<file path="src/rtl/div_sequencer_if.sv">
// Handshake bundle between execute, div_sequencer and the iterative divider.
interface div_sequencer_if #(
    parameter int D_WIDTH = 32
);
    logic               cache_stall;
    logic               flush;
    logic               req_valid;
    logic [1:0]         req_ctrl;
    logic [D_WIDTH-1:0] req_op1;
    logic [D_WIDTH-1:0] req_op2;
    logic [4:0]         req_rd;
    logic               stall;
    logic               resp_valid;
    logic [D_WIDTH-1:0] resp_data;
    logic [4:0]         resp_rd;
    logic               dv_start;
    logic [1:0]         dv_ctrl;
    logic [D_WIDTH-1:0] dv_op1;
    logic [D_WIDTH-1:0] dv_op2;
    logic               dv_done;
    logic [D_WIDTH-1:0] dv_result;

    modport slave (
        input  cache_stall, flush, req_valid, req_ctrl,
        input  req_op1, req_op2, req_rd, dv_done, dv_result,
        output stall, resp_valid, resp_data, resp_rd,
        output dv_start, dv_ctrl, dv_op1, dv_op2
    );

    modport master (
        output cache_stall, flush, req_valid, req_ctrl,
        output req_op1, req_op2, req_rd, dv_done, dv_result,
        input  stall, resp_valid, resp_data, resp_rd,
        input  dv_start, dv_ctrl, dv_op1, dv_op2
    );
endinterface

</file>
<file path="src/rtl/div_sequencer.sv">
// Divide request sequencer: fast-paths div-by-zero, overflow and repeats,
// otherwise runs the iterative divider with the pipeline stalled.
module div_sequencer #(
    parameter int D_WIDTH = 32
) (
    input logic             clk,
    input logic             rst,
    div_sequencer_if.slave  bus
);
    typedef enum logic [2:0] {
        IDLE, ISSUE, WAIT, RESP, DRAIN
    } state_t;

    localparam logic [D_WIDTH-1:0] MIN_NEG = {1'b1, {(D_WIDTH-1){1'b0}}};

    state_t             state;
    state_t             next_state;
    logic [1:0]         ctrl_q;
    logic [D_WIDTH-1:0] op1_q;
    logic [D_WIDTH-1:0] op2_q;
    logic [4:0]         rd_q;
    logic [D_WIDTH-1:0] data_q;
    logic               c_valid;
    logic [1:0]         c_ctrl;
    logic [D_WIDTH-1:0] c_op1;
    logic [D_WIDTH-1:0] c_op2;
    logic [D_WIDTH-1:0] c_res;

    logic               accept;
    logic               zero;
    logic               ovf;
    logic               hit;
    logic               fast;
    logic [D_WIDTH-1:0] fast_res;
    logic               cache_wr;

    assign accept = (state == IDLE) & bus.req_valid
                  & ~bus.cache_stall & ~bus.flush;
    assign zero = (bus.req_op2 == '0);
    assign ovf  = ~bus.req_ctrl[0] & (bus.req_op1 == MIN_NEG)
                & (bus.req_op2 == '1);
    assign hit  = c_valid & (c_ctrl == bus.req_ctrl)
                & (c_op1 == bus.req_op1) & (c_op2 == bus.req_op2);
    assign fast = zero | ovf | hit;
    assign cache_wr = (state == WAIT) & bus.dv_done & ~bus.flush;

    // Zero divisor outranks overflow, both outrank a cache hit.
    always_comb begin
        fast_res = c_res;
        unique case (1'b1)
            zero:    fast_res = bus.req_ctrl[1] ? bus.req_op1 : '1;
            ovf:     fast_res = bus.req_ctrl[1] ? '0 : MIN_NEG;
            default: fast_res = c_res;
        endcase
    end

    always_ff @(posedge clk or posedge rst) begin
        if (rst) state <= IDLE;
        else     state <= next_state;
    end

    always_comb begin
        next_state = state;
        unique case (state)
            IDLE:  if (accept) next_state = fast ? RESP : ISSUE;
            ISSUE: next_state = bus.flush ? IDLE : WAIT;
            WAIT: begin
                if (bus.flush)        next_state = bus.dv_done ? IDLE : DRAIN;
                else if (bus.dv_done) next_state = RESP;
            end
            RESP:  next_state = (bus.cache_stall & ~bus.flush) ? RESP : IDLE;
            DRAIN: if (bus.dv_done) next_state = IDLE;
            default: next_state = IDLE;
        endcase
    end

    // Front end stays frozen until the result is presented; a flush or
    // a drain releases it immediately.
    always_comb begin
        bus.stall      = bus.req_valid & ~bus.flush
                       & (state != RESP) & (state != DRAIN);
        bus.resp_valid = (state == RESP) & ~bus.flush;
        bus.dv_start   = (state == ISSUE) & ~bus.flush;
    end

    assign bus.resp_data = data_q;
    assign bus.resp_rd   = rd_q;
    assign bus.dv_ctrl   = ctrl_q;
    assign bus.dv_op1    = op1_q;
    assign bus.dv_op2    = op2_q;

    always_ff @(posedge clk or posedge rst) begin
        if (rst) begin
            ctrl_q  <= '0;
            op1_q   <= '0;
            op2_q   <= '0;
            rd_q    <= '0;
            data_q  <= '0;
            c_valid <= 1'b0;
            c_ctrl  <= '0;
            c_op1   <= '0;
            c_op2   <= '0;
            c_res   <= '0;
        end else begin
            if (accept) begin
                ctrl_q <= bus.req_ctrl;
                op1_q  <= bus.req_op1;
                op2_q  <= bus.req_op2;
                rd_q   <= bus.req_rd;
                if (fast) data_q <= fast_res;
            end
            if (cache_wr) begin
                data_q  <= bus.dv_result;
                c_valid <= 1'b1;
                c_ctrl  <= ctrl_q;
                c_op1   <= op1_q;
                c_op2   <= op2_q;
                c_res   <= bus.dv_result;
            end
        end
    end
endmodule
</file>
<file path="src/flat_wrapper.sv">
// flat-port wrapper written by rule: the top's interface ports become plain ports
module div_sequencer_flat 
#(
    parameter int D_WIDTH = 32
)
  (clk, rst, bus_cache_stall, bus_flush, bus_req_valid, bus_req_ctrl, bus_req_op1, bus_req_op2, bus_req_rd, bus_dv_done, bus_dv_result, bus_stall, bus_resp_valid, bus_resp_data, bus_resp_rd, bus_dv_start, bus_dv_ctrl, bus_dv_op1, bus_dv_op2);
  div_sequencer_if #(.D_WIDTH(D_WIDTH)) bus_i ();
  input logic clk;
  input logic rst;
  input wire logic [$bits(bus_i.cache_stall)-1:0] bus_cache_stall;
  input wire logic [$bits(bus_i.flush)-1:0] bus_flush;
  input wire logic [$bits(bus_i.req_valid)-1:0] bus_req_valid;
  input wire logic [$bits(bus_i.req_ctrl)-1:0] bus_req_ctrl;
  input wire logic [$bits(bus_i.req_op1)-1:0] bus_req_op1;
  input wire logic [$bits(bus_i.req_op2)-1:0] bus_req_op2;
  input wire logic [$bits(bus_i.req_rd)-1:0] bus_req_rd;
  input wire logic [$bits(bus_i.dv_done)-1:0] bus_dv_done;
  input wire logic [$bits(bus_i.dv_result)-1:0] bus_dv_result;
  output wire logic [$bits(bus_i.stall)-1:0] bus_stall;
  output wire logic [$bits(bus_i.resp_valid)-1:0] bus_resp_valid;
  output wire logic [$bits(bus_i.resp_data)-1:0] bus_resp_data;
  output wire logic [$bits(bus_i.resp_rd)-1:0] bus_resp_rd;
  output wire logic [$bits(bus_i.dv_start)-1:0] bus_dv_start;
  output wire logic [$bits(bus_i.dv_ctrl)-1:0] bus_dv_ctrl;
  output wire logic [$bits(bus_i.dv_op1)-1:0] bus_dv_op1;
  output wire logic [$bits(bus_i.dv_op2)-1:0] bus_dv_op2;
  assign bus_i.cache_stall = bus_cache_stall;
  assign bus_i.flush = bus_flush;
  assign bus_i.req_valid = bus_req_valid;
  assign bus_i.req_ctrl = bus_req_ctrl;
  assign bus_i.req_op1 = bus_req_op1;
  assign bus_i.req_op2 = bus_req_op2;
  assign bus_i.req_rd = bus_req_rd;
  assign bus_i.dv_done = bus_dv_done;
  assign bus_i.dv_result = bus_dv_result;
  assign bus_stall = bus_i.stall;
  assign bus_resp_valid = bus_i.resp_valid;
  assign bus_resp_data = bus_i.resp_data;
  assign bus_resp_rd = bus_i.resp_rd;
  assign bus_dv_start = bus_i.dv_start;
  assign bus_dv_ctrl = bus_i.dv_ctrl;
  assign bus_dv_op1 = bus_i.dv_op1;
  assign bus_dv_op2 = bus_i.dv_op2;
  div_sequencer #(.D_WIDTH(D_WIDTH)) u_core (.clk(clk), .rst(rst), .bus(bus_i));
endmodule
</file>
<file path="config.mk">
export PLATFORM = sky130hd
export DESIGN_NAME = div_sequencer_flat
export DESIGN_NICKNAME = d
export VERILOG_FILES = /design/src/rtl/div_sequencer_if.sv /design/src/rtl/div_sequencer.sv /design/src/flat_wrapper.sv
export SDC_FILE = /design/constraint.sdc
export NUM_CORES = 1
export LEC_CHECK = 0
export CAP_MARGIN = 0
export CORE_MARGIN = 2
export CORE_UTILIZATION = 27
export DETAILED_ROUTE_END_ITERATION = 8
export SETUP_SLACK_MARGIN = 0.02
export SYNTH_ARGS = -nofsm -noshare
export SYNTH_HDL_FRONTEND = slang
export SYNTH_SLANG_ARGS = --single-unit
</file>
<file path="constraint.sdc">
create_clock -name clk -period 11.8 [get_ports clk]
set_clock_uncertainty 0.15 [all_clocks]
set_input_delay 2.95 -clock clk [delete_from_list [all_inputs] [get_ports clk]]
set_output_delay 2.95 -clock clk [all_outputs]
set_load 0.02 [all_outputs]
</file>
# ---- After elaboration in Yosys (flattened, before gate mapping)
# Cells that the tools add are included.
dict set report word_totals {
  reg_bits 205
  latch_bits 0
  ram_bits 0
  romBits 0
  word_cells 67
  n_memories 0
}
dict set report op_classes {
  n_addsub 0
  multipliers 0
  div 0
  order_cmp 0
  n_eq_ne 14
  n_shift 0
  n_mux 15
  bitwise 21
  n_reduce_logical 6
}
# operator count
set ops {}
lappend ops {{2-to-1 mux 32 bit} 5}
lappend ops {{== test 32 bit} 2}
lappend ops {{== test 32 bit (second input constant)} 2}
lappend ops {{one-hot mux 32 bit (2 select lines)} 1}
lappend ops {{zero test 32 bit} 1}
lappend ops {{AND 1 bit} 16}
lappend ops {{2-to-1 mux 3 bit} 5}
lappend ops {{one-hot mux 3 bit (5 select lines)} 1}
lappend ops {{== test 3 x 2 -> 1 bit (second input constant)} 2}
lappend ops {{2-to-1 mux 2 bit} 3}
lappend ops {{inequality test 3 bit (second input constant)} 2}
lappend ops {{nonzero test 2 bit} 2}
lappend ops {{== test 3 x 1 -> 1 bit (second input constant)} 1}
lappend ops {{== test 3 bit (second input constant)} 1}
lappend ops {{zero test 3 bit} 1}
lappend ops {{inequality test 3 x 2 -> 1 bit (second input constant)} 1}
lappend ops {{inverter 1 bit} 3}
lappend ops {{AND reduction 3 bit} 1}
lappend ops {{== test 2 bit} 1}
lappend ops {{inequality test 2 x 1 -> 1 bit (second input constant)} 1}
lappend ops {{inequality test 2 bit (second input constant)} 1}
lappend ops {{OR 1 bit} 2}
lappend ops {{AND reduction 2 bit} 1}

# ---- Longest topological paths before layout
# Gate-level depths: netlist of run 1.
dict set report depth {
  word_depth 8
  ltp_mapped 9
  depth_no_buf 7
}

# ---- Least setup slack after synthesis of run 1
# OpenSTA, ideal clock, no wires.
dict set report synth_path {
  kind {input port to output port}
  startpoint {input port bus_req_valid}
  endpoint {output port bus_stall}
  arrival_time_ns 3.471
  required_ns 8.700
  setup_slack_ns 5.229
  cell_stages 1
  path_cell_list {nor3b_1}
}
dict set report synth_between {
  elab_chain_len 3
}
# element line_no
set synth_lines {}
lappend synth_lines {{start: declaration} flat_wrapper.sv:12} ;# input wire logic [$bits(bus_i.req_valid)-1:0] bus_req_valid;
lappend synth_lines {{AND 1 bit} div_sequencer.sv:80} ;# bus.stall = bus.req_valid & ~bus.flush
lappend synth_lines {{AND 1 bit (2 in series)} div_sequencer.sv:81} ;# & (state != RESP) & (state != DRAIN);
lappend synth_lines {{end: declaration} flat_wrapper.sv:19} ;# output wire logic [$bits(bus_i.stall)-1:0] bus_stall;
# Every way passes these cells.

# ---- Worst setup path in the final report of run 1
dict set report layout_path {
  startpoint {input port bus_flush}
  endpoint {output port bus_resp_valid}
}
dict set report layout_between {
  elab_chain_len 2
}
# element line_no
set layout_lines {}
lappend layout_lines {{start: declaration} flat_wrapper.sv:11} ;# input wire logic [$bits(bus_i.flush)-1:0] bus_flush;
lappend layout_lines {{inverter 1 bit} div_sequencer.sv:82} ;# bus.resp_valid = (state == RESP) & ~bus.flush;
lappend layout_lines {{AND 1 bit} div_sequencer.sv:82}
lappend layout_lines {{end: declaration} flat_wrapper.sv:20} ;# output wire logic [$bits(bus_i.resp_valid)-1:0] bus_resp_valid;
# Every way passes these cells.

==> impl_results.md, run 1 <==
- Status: completed
- N_diodes: 0
- Starting Density: 27.30%
- Period utilization: 63.58%
- Design Area, Final: 12,730 sq um
- Io pins: 215
- Final hold vios: 0
- Global-route wire length before repair: 47.18 mm
- FILL cells: 3,511
- FF-to-FF End: u_core.bus.resp_data[6]
- Cell Area, Placed: 11,970 sq um
- Reg2reg start: u_core.state[1]
- Worst reg2reg setup slack: 8.34 ns
- Worst setup EP type: primary output
- Mapped Avg Cell Area: 9.954 sq um
- Vias/cell: 4.693
- Worst hold start: u_core.c_res[23]
- Drt total wl: 31.04 mm
- Post-synthesis sequential area ratio: 54.54%
- Ranking of synthesized cells by area: dfrtp_1 55%, nand2_1 13%, mux2_2 6.9%, mux2_4 4.8%, xnor2_1 3.6%
- Drt drc: 0
- PortBufs: 214
- Final min period: 7.502 ns
- Ratio of cells with drive above 1 in the final layout: 11.99%
- Achievable frequency: 133.3 MHz
- CP Class: input port to primary output
- Post-Syn Instances: 945
- Most frequent cell after synthesis: nand2_1
- End-of-flow core utilization: 36.94%
- Hold worst-path end: u_core.c_res[23]
- Initial antenna violation count: 0
- Top-area cell type share of the netlist area: 54.54%
- Max_slew headroom: 28.41%
- Total CTS buffers: 25
- Max H-tree Level: 1
- Vias in the first global route: 7,540
- Tot GR Track Use: 17.05%
- Final setup fails: 0
- HPWL after DPL: 22.07 mm
- Setup TNS after final layout: 0 ns
- Slew Viols, Final: 0
- Area grow syn2layout: 35.32%
- RSZ-0062 raised after global routing: no
- Critical path startpoint category: input port
- Mapped cell area: 9407 sq um
- Gpl congestion: 0.8563
- Root Buffer: clkbuf_16
- Worst skew pair latency: 0.52 ns
- CTS tree: built
- Post-DR wirelength/cell: 19.23 microns
- Power, Total: 3156 uW
- Die H: 190.7 microns
- DRT Pass-1 Iters: 6
- Worst EP required: 8.70 ns
- Crit-path max FO: 7
- Max-cap violations: 0
- Top post-synthesis cells by count: 319 x nand2_1, 205 x dfrtp_1, 63 x nand3_1
- Hold Path Stages: 2
- Placed cell count: 1,571
- WP data arrival: 4.40 ns
- Core area: 34,460 sq um
- Synth warnings: 0
- Maximum VDD drop: 0.1361 mV
- Routed Antenna Nets: 0
- Yosys cell types: 37
- Total gr overflow: 0
- Hold crit path type: flip-flop to flip-flop
- Syn nets: 1,054
- Setup Fix Bufs, Post-CTS: 0
- Die W: 190.7 microns
- Synth area leader: dfrtp_1
- Ys flop type: dfrtp_1
- Hold bufs inserted after CTS: 0
- PwrDens: 247.9 nW/um^2
- Clk slew on worst S/H paths: 0.06 ns
- R2r worst-path depth: 7
- Largest net degree at the start of global routing: 127
- Num rows: 68
- Synthesis-stage register bit count: 205
- Nets: 1,252
- Initial DRC Count: 480
- CP Launch Point: bus_flush
- Longest Clk Path Bufs: 3
- Die area: 36,350 sq um
- Vias: 7,574
- Fin cells: 1,614
- Slew @ Worst Pin: 1.074 ns
- CTS Sinks: 205
- Static leakage: 0.005871 uW
- Share of async-settable or async-resettable flops after synthesis: 100.0%
- Cts repair resizes: 0
- Post-synth EDFFs: 0
through the flow:
stage	setup WS [ns]	hold slack [ns]
final	4.298	0.3156
after global routing	4.262	0.3345
after CTS	4.307	0.3173
after detailed placement	4.323	0.3061
after global placement	4.312	0.2924
after floorplan	3.104	0.2775
worst max path at each step:
stage / end / slack [ns] / cells after the start
after detailed placement: bus_resp_valid / 4.32 / 4
after floorplan: u_core.bus.dv_ctrl[0] / 3.10 / 1
final: bus_resp_valid / 4.30 / 4
after global placement: bus_resp_valid / 4.31 / 4
after global routing: bus_resp_valid / 4.26 / 4
after CTS: bus_resp_valid / 4.31 / 4
area by class of cell:
class	count	area, sq um	area share, %
clock buffer	37	700.7	5.505
clock inverter	6	58.81	0.4620
inverter	18	75.07	0.5898
multi-input combinational	673	4008	31.49
sequential	205	5130	40.30
tap	455	569.3	4.473
timing repair buffer	220	2187	17.18
state kept, by name, indices dropped and copies added (netlist names):
| register | flops |
|---|---|
| u_core.bus.dv_op1 | 32 |
| u_core.bus.dv_op2 | 32 |
| u_core.bus.resp_data | 32 |
| u_core.c_op1 | 32 |
| u_core.c_op2 | 32 |
| u_core.c_res | 32 |
| u_core.bus.resp_rd | 5 |
| u_core.state | 3 |
| u_core.bus.dv_ctrl | 2 |
| u_core.c_ctrl | 2 |
| u_core.c_valid | 1 |
where the power goes:
| group | internal [uW] | switching, uW | total [uW] |
|---|---|---|---|
| combinational | 582 | 608 | 1190 |
| sequential | 1020 | 223 | 1240 |
| clock | 429 | 296 | 726 |
cells in the final DEF (no fill, tap or decap), types with 3 or more instances in the layout:
master	n
a2111o_1	5
buf_4	6
clkbuf_1	9
clkbuf_16	25
clkbuf_8	3
clkdlybuf4s50_1	214
clkinv_2	4
dfrtp_1	205
inv_1	16
mux2_2	58
mux2_4	30
nand2_1	318
nand2b_1	4
nand3_1	63
nand4_1	21
nor2_1	6
nor2b_1	15
nor3_1	7
nor4_1	23
o21ai_0	50
o22ai_1	5
xnor2_1	39
xor2_1	10
metal layers:
metal  global-route usage (%)  wire length (microns)  share of wire [%]  up-vias
li1                         -                      -                  -     3559
met1                    23.35                  13820                 45     3728
met2                    27.61                  14470                 47      241
met3                    3.920                   2210                7.1       46
met4                    3.339                    532                1.7        0
met5                        0                      0                  0        -
cell families (layout without fill, tap and decap cells):
kind of cell	after synthesis	after routing	share of synthesized area (%)
and+or+nand+nor	466	466	21.51
DFF	205	205	54.54
buffers and inverters	67	281	3.046
muxes	89	89	11.84
xor gates and xnor gates	49	49	4.562
AOI/OAI and AO/OA	69	69	4.509
worst max-delay path, cell delays in order:
cell and delay (ns):
clkdlybuf4s50_1 0.51, nand2b_1 0.21, nor2_1 0.12, clkdlybuf4s50_1 0.61
Note: power is estimated with default switching activity, not from simulation.
==> inputs of run 2 (changes only) <==
==> constraint.sdc (replaced) <==
create_clock -name clk -period 6.86 [get_ports clk]
set_clock_uncertainty 0.15 [all_clocks]
set_input_delay 1.715 -clock clk [delete_from_list [all_inputs] [get_ports clk]]
set_output_delay 1.715 -clock clk [all_outputs]
set_load 0.02 [all_outputs]
==> run 2 against run 1 <==
  * Via count rose by 1.0%
  * Non-clock buffer count increased by 1
  * Cell count rose by 0.19%
==> impl_results.md, run 2 (synthesized netlist as in run 1, its figures left out) <==
- PortBufs: 214
- Io pins: 215
- CP max stage cell: clkdlybuf4s50_1
- Setup TNS after final layout: 0 ns
- Largest net degree at the start of global routing: 115
- Max H-tree Level: 1
- FILL cells: 3,413
- Vias: 7,653
- Final setup fails: 0
- DRT Pass-1 Iters: 5
- Total CTS buffers: 25
- N_diodes: 0
- Global-route wire length before repair: 47.93 mm
- Nets: 1,253
- Worst hold start: u_core.c_res[13]
- CP Cell Sequence: clkdlybuf4s50_1 -> nand2b_1 -> nor2_1 -> clkdlybuf4s50_1
- Drt drc: 0
- Max-cap violations: 0
- Worst skew pair latency: 0.53 ns
- Area grow syn2layout: 36.17%
- Hold worst-path end: u_core.c_res[13]
- Total gr overflow: 0
- RSZ-0062 raised after global routing: no
- Vias in the first global route: 7,747
- Slew Viols, Final: 0
- Initial DRC Count: 497
- Longest Clk Path Bufs: 3
- Final min period: 5.042 ns
- Initial antenna violation count: 0
- Max incr delay on CP: 0.60 ns
- WP data arrival: 3.18 ns
- Starting Density: 27.30%
- Tot GR Track Use: 17.37%
- Setup ws final: 1.818 ns
- Worst EP required: 4.99 ns
- Max_slew headroom: 28.73%
- Period utilization: 73.50%
- Core area: 34,460 sq um
- Die W: 190.7 microns
- Post-DR wirelength/cell: 19.73 microns
- FF-to-FF End: u_core.bus.resp_data[30]
- Worst setup EP type: primary output
- PwrDens: 432.6 nW/um^2
- CTS tree: built
- Ratio of cells with drive above 1 in the final layout: 12.22%
- Largest delay share family, worst path: buffers and inverters
- Root Buffer: clkbuf_16
- Hold crit path type: flip-flop to flip-flop
- Hold Path Stages: 2
- Setup Fix Bufs, Post-CTS: 0
- Status: completed
- Reg2reg start: u_core.state[1]
- Die H: 190.7 microns
- HPWL after DPL: 22.99 mm
- Final hold vios: 0
- Vias/cell: 4.733
- Critical path startpoint category: input port
- Worst slack, placed: 1.455 ns
- Maximum VDD drop: 0.1991 mV
- Num rows: 68
- CP Class: input port to primary output
- Crit-path max FO: 7
- Cts repair resizes: 0
- Static leakage: 0.005899 uW
- Worst reg2reg setup slack: 3.33 ns
- Top cell by count, worst path: clkdlybuf4s50_1
- Die area: 36,350 sq um
- Hold bufs inserted after CTS: 0
- Routed Antenna Nets: 0
- Gpl congestion: 0.8426
- Commonest cells after routing, fill and taps aside: 318 x nand2_1, 214 x clkdlybuf4s50_1, 205 x dfrtp_1, 63 x nand3_1, 58 x mux2_2
- Achievable frequency: 198.3 MHz
- Most common cell after layout, fill and taps aside: nand2_1
- Drt total wl: 31.90 mm
- CTS Sinks: 205
- Crit path buffers/inverters: 2
- R2r worst-path depth: 6
- Slew @ Worst Pin: 1.069 ns
- Clk slew on worst S/H paths: 0.05 ns
[run 2: cell types whose count changed in the layout (fill, tap and decap cells not counted), sizes merged]
cell      before  now
buf            6    7
clkinvlp       0    2
bufinv         1    2
clkinv         5    1
clkbuf        37   40
[run 2: routing by layer]
metal	track usage [%]	part of all wire (%)
met1	23.76	45
met2	27.79	46
met3	3.754	6.9
met4	4.621	2.2
met5	0	0
[run 2: where the power goes]
group          internal, uW  leakage [uW]  switching (uW)
Sequential             1750       0.00260             399
Clock                   812      0.000399             520
Combinational          1000       0.00290            1060
Total                  3570       0.00590            1980
[run 2: how the worst max path moves through the flow]
stage	from	end	slack, ns	cells after the start
finish	bus_flush	bus_resp_valid	1.82	4
CTS	bus_flush	bus_resp_valid	1.82	4
detailed placement	bus_flush	u_core.bus.resp_data[30]	1.45	8
global route	bus_flush	bus_resp_valid	1.74	4
floorplan	rst	u_core.bus.dv_ctrl[0]	2.34	1
global placement	bus_flush	u_core.bus.resp_data[30]	1.51	8
[run 2: metrics by stage]
step           util (%)  hold WS [ns]  power, uW  instances  cell area [sq um]
6_report          37.17        0.3155       5542       1617              12810
5_1_grt           37.17        0.3361       5863       1617              12810
4_1_cts           37.17        0.3180       5599       1617              12810
3_5_place_dp      34.78        0.3003       4237       1572              11990
3_3_place_gp      34.78        0.2967       4195       1572              11990
2_1_floorplan         -        0.2775       3235        945               9410
[run 2: final cells by class]
type / count / area (sq um) / share of cell area, %
Multi-Input combinational cell: 673 / 4008 / 31.29
Timing Repair Buffer: 221 / 2207 / 17.23
Sequential cell: 205 / 5130 / 40.05
Tap cell: 455 / 569.3 / 4.445
Inverter: 18 / 71.32 / 0.5568
Clock inverter: 5 / 81.33 / 0.6350
Clock buffer: 40 / 742.0 / 5.793
[run 2: worst reg2reg max path, stage by stage, from the launching register on]
cell	delay (ns)
dfrtp_1	0.55
or4_4	0.21
buf_4	0.80
inv_2	0.32
a21oi_4	0.49
buf_4	0.50
mux2_2	0.40
==> inputs of run 3 (changes only) <==
==> constraint.sdc (replaced) <==
create_clock -name clk -period 4.9 [get_ports clk]
set_clock_uncertainty 0.15 [all_clocks]
set_input_delay 1.225 -clock clk [delete_from_list [all_inputs] [get_ports clk]]
set_output_delay 1.225 -clock clk [all_outputs]
set_load 0.02 [all_outputs]
==> run 3 against run 2 <==
  * Non-clock buffer count rose by 6
  * Sequential share of layout area fell by 0.32 points
  * Cell count increased by 0.37%
  * Highest routed layer unchanged
  * Register-to-register slack got worse by 1.4 ns
  * Utilization increased by 0.30 points
  * Combinational power is 38% higher
  * Sequential cell count unchanged
  * Clock-buffer cell count down 10
  * Power increased by 41%
==> impl_results.md, run 3 (synthesized netlist as in run 1, its figures left out) <==
- Worst skew pair latency: 0.53 ns
- Achievable frequency: 241.3 MHz
- Top cell by count, worst path: clkdlybuf4s50_1
- Reg power frac: 38.8%
- Power, Total: 7802 uW
- Die W: 190.7 microns
- Root Buffer: clkbuf_16
- Maximum VDD drop: 0.3235 mV
- Routed Antenna Nets: 0
- Final hold vios: 0
- Total CTS buffers: 25
- CTS Sinks: 205
- Io pins: 215
- N_diodes: 0
- CP Class: input port to primary output
- Drt drc: 0
- Max-cap violations: 0
- Longest Clk Path Bufs: 3
- GRT busiest layer: met2
- Hold crit path type: flip-flop to flip-flop
- Max incr delay on CP: 0.62 ns
- Clk slew on worst S/H paths: 0.06 ns
- Fin cells: 1,623
- Setup Fix Bufs, Post-CTS: 0
- Static leakage: 0.005952 uW
- Global-route wire length before repair: 47.60 mm
- Worst reg2reg setup slack: 1.97 ns
- Vias in the first global route: 7,644
- Nets: 1,259
- Drt total wl: 31.93 mm
- Internal power: 5026 uW
- Crit-path max FO: 7
- Placed cell count: 1,578
- Final min period: 4.144 ns
- Most common cell after layout, fill and taps aside: nand2_1
- Initial DRC Count: 493
- CP Cell Sequence: clkdlybuf4s50_1 -> nand2b_1 -> nor2_1 -> clkdlybuf4s50_1
- Starting Density: 27.30%
- DRT Pass-1 Iters: 6
- Tot GR Track Use: 17.33%
- WP data arrival: 2.77 ns
- Hold bufs inserted after CTS: 0
- Hold slack final: 0.3145 ns
- Hold Path Stages: 1
- CP max stage cell: clkdlybuf4s50_1
- HPWL after DPL: 22.66 mm
- Core area: 34,460 sq um
- Clock network fraction of total power: 24.6%
- FF-to-FF End: u_core.bus.resp_data[23]
- Met3 Track Usage GR: 3.533%
- Worst EP required: 3.52 ns
- Critical path startpoint category: input port
- Logic pwr share: 36.6%
- PortBufs: 214
- Worst hold start: u_core.c_valid
- Design Area, Final: 12,910 sq um
- Sw Pwr: 2777 uW
- Vias: 7,605
- Ratio of cells with drive above 1 in the final layout: 13.10%
- Cell Area, Placed: 12,070 sq um
- Worst setup EP type: primary output
- Max H-tree Level: 1
- Post-DR wirelength/cell: 19.67 microns
- Sw frac: 35.59%
- Die area: 36,350 sq um
- Initial antenna violation count: 0
- R2r worst-path depth: 8
- Final setup fails: 0
- Reg2reg start: u_core.state[1]
- RSZ-0062 raised after global routing: no
- Setup TNS after final layout: 0 ns
- Num rows: 68
- Vias/cell: 4.686
- Status: completed
- Slew @ Worst Pin: 1.120 ns
- Commonest cells after routing, fill and taps aside: 318 x nand2_1, 214 x clkdlybuf4s50_1, 205 x dfrtp_1, 63 x nand3_1, 58 x mux2_2
- Cts repair resizes: 0
- Area grow syn2layout: 37.27%
- GRT met1 Usage: 24.25%
- Total gr overflow: 0
- Period utilization: 84.57%
- Die H: 190.7 microns
- PwrDens: 604.3 nW/um^2
- Max_slew headroom: 25.31%
- Hold worst-path end: u_core.c_valid
- Met2 GRT Util: 27.09%
- Slew Viols, Final: 0
- Largest net degree at the start of global routing: 115
- CTS tree: built
- Gpl congestion: 0.8116
[run 3: cell count changes in the layout (fill, tap and decap cells not counted), moves of 3 or more]
| cell | before | now |
|---|---|---|
| buf_12 | 1 | 4 |
| buf_4 | 6 | 9 |
| clkbuf_1 | 9 | 4 |
| clkbuf_8 | 6 | 1 |
| clkinv_2 | 1 | 6 |
[run 3: worst max-delay path by stage]
| stage | startpoint | to | slack, ns | cells after the start |
|---|---|---|---|---|
| 6_report | bus_flush | bus_resp_valid | 0.76 | 4 |
| 3_5_place_dp | bus_req_op1[27] | u_core.bus.resp_data[28] | 0.66 | 9 |
| 2_1_floorplan | rst | u_core.bus.dv_ctrl[0] | 0.87 | 1 |
| 3_3_place_gp | bus_req_op1[28] | u_core.bus.resp_data[20] | 0.60 | 9 |
| 4_1_cts | bus_flush | bus_resp_valid | 0.79 | 4 |
| 5_1_grt | bus_flush | bus_resp_valid | 0.70 | 4 |
[run 3: layout make-up]
cell class,count,area [sq um]
Clock buffer,30,654.4
Clock inverter,15,190.2
Fill cell,3411,21550
Tap cell,455,569.3
Inverter,18,71.32
Timing Repair Buffer,227,2290
Multi-Input combinational cell,673,4008
Sequential cell,205,5130
[run 3: metal layers]
layer  vias up  wire [microns]
met5         -               0
met4         0             863
met3        46            2044
met2       248           14600
met1      3728           14420
li1       3583               -
[run 3: stage by stage]
stage / utilization, % / setup slack (ns)
after floorplan: - / 0.8667
after global placement: 35.02 / 0.5973
after detailed placement: 35.02 / 0.6649
after CTS: 37.47 / 0.7873
after global routing: 37.47 / 0.6955
final: 37.47 / 0.7559
[run 3: critical path, delay by kind of cell]
family        cells  cell delay, ns
simple gates      2            0.38
buf+inv           2            1.16
[run 3: power by group through the flow]
stage | combinational, uW | sequential (uW) | clock, uW
2_1_floorplan | 1190 | 3340 | 0
3_3_place_gp | 2840 | 3030 | 0
3_5_place_dp | 2880 | 3050 | 0
4_1_cts | 2890 | 3030 | 1970
5_1_grt | 3100 | 3130 | 2050
6_report | 2850 | 3030 | 1920
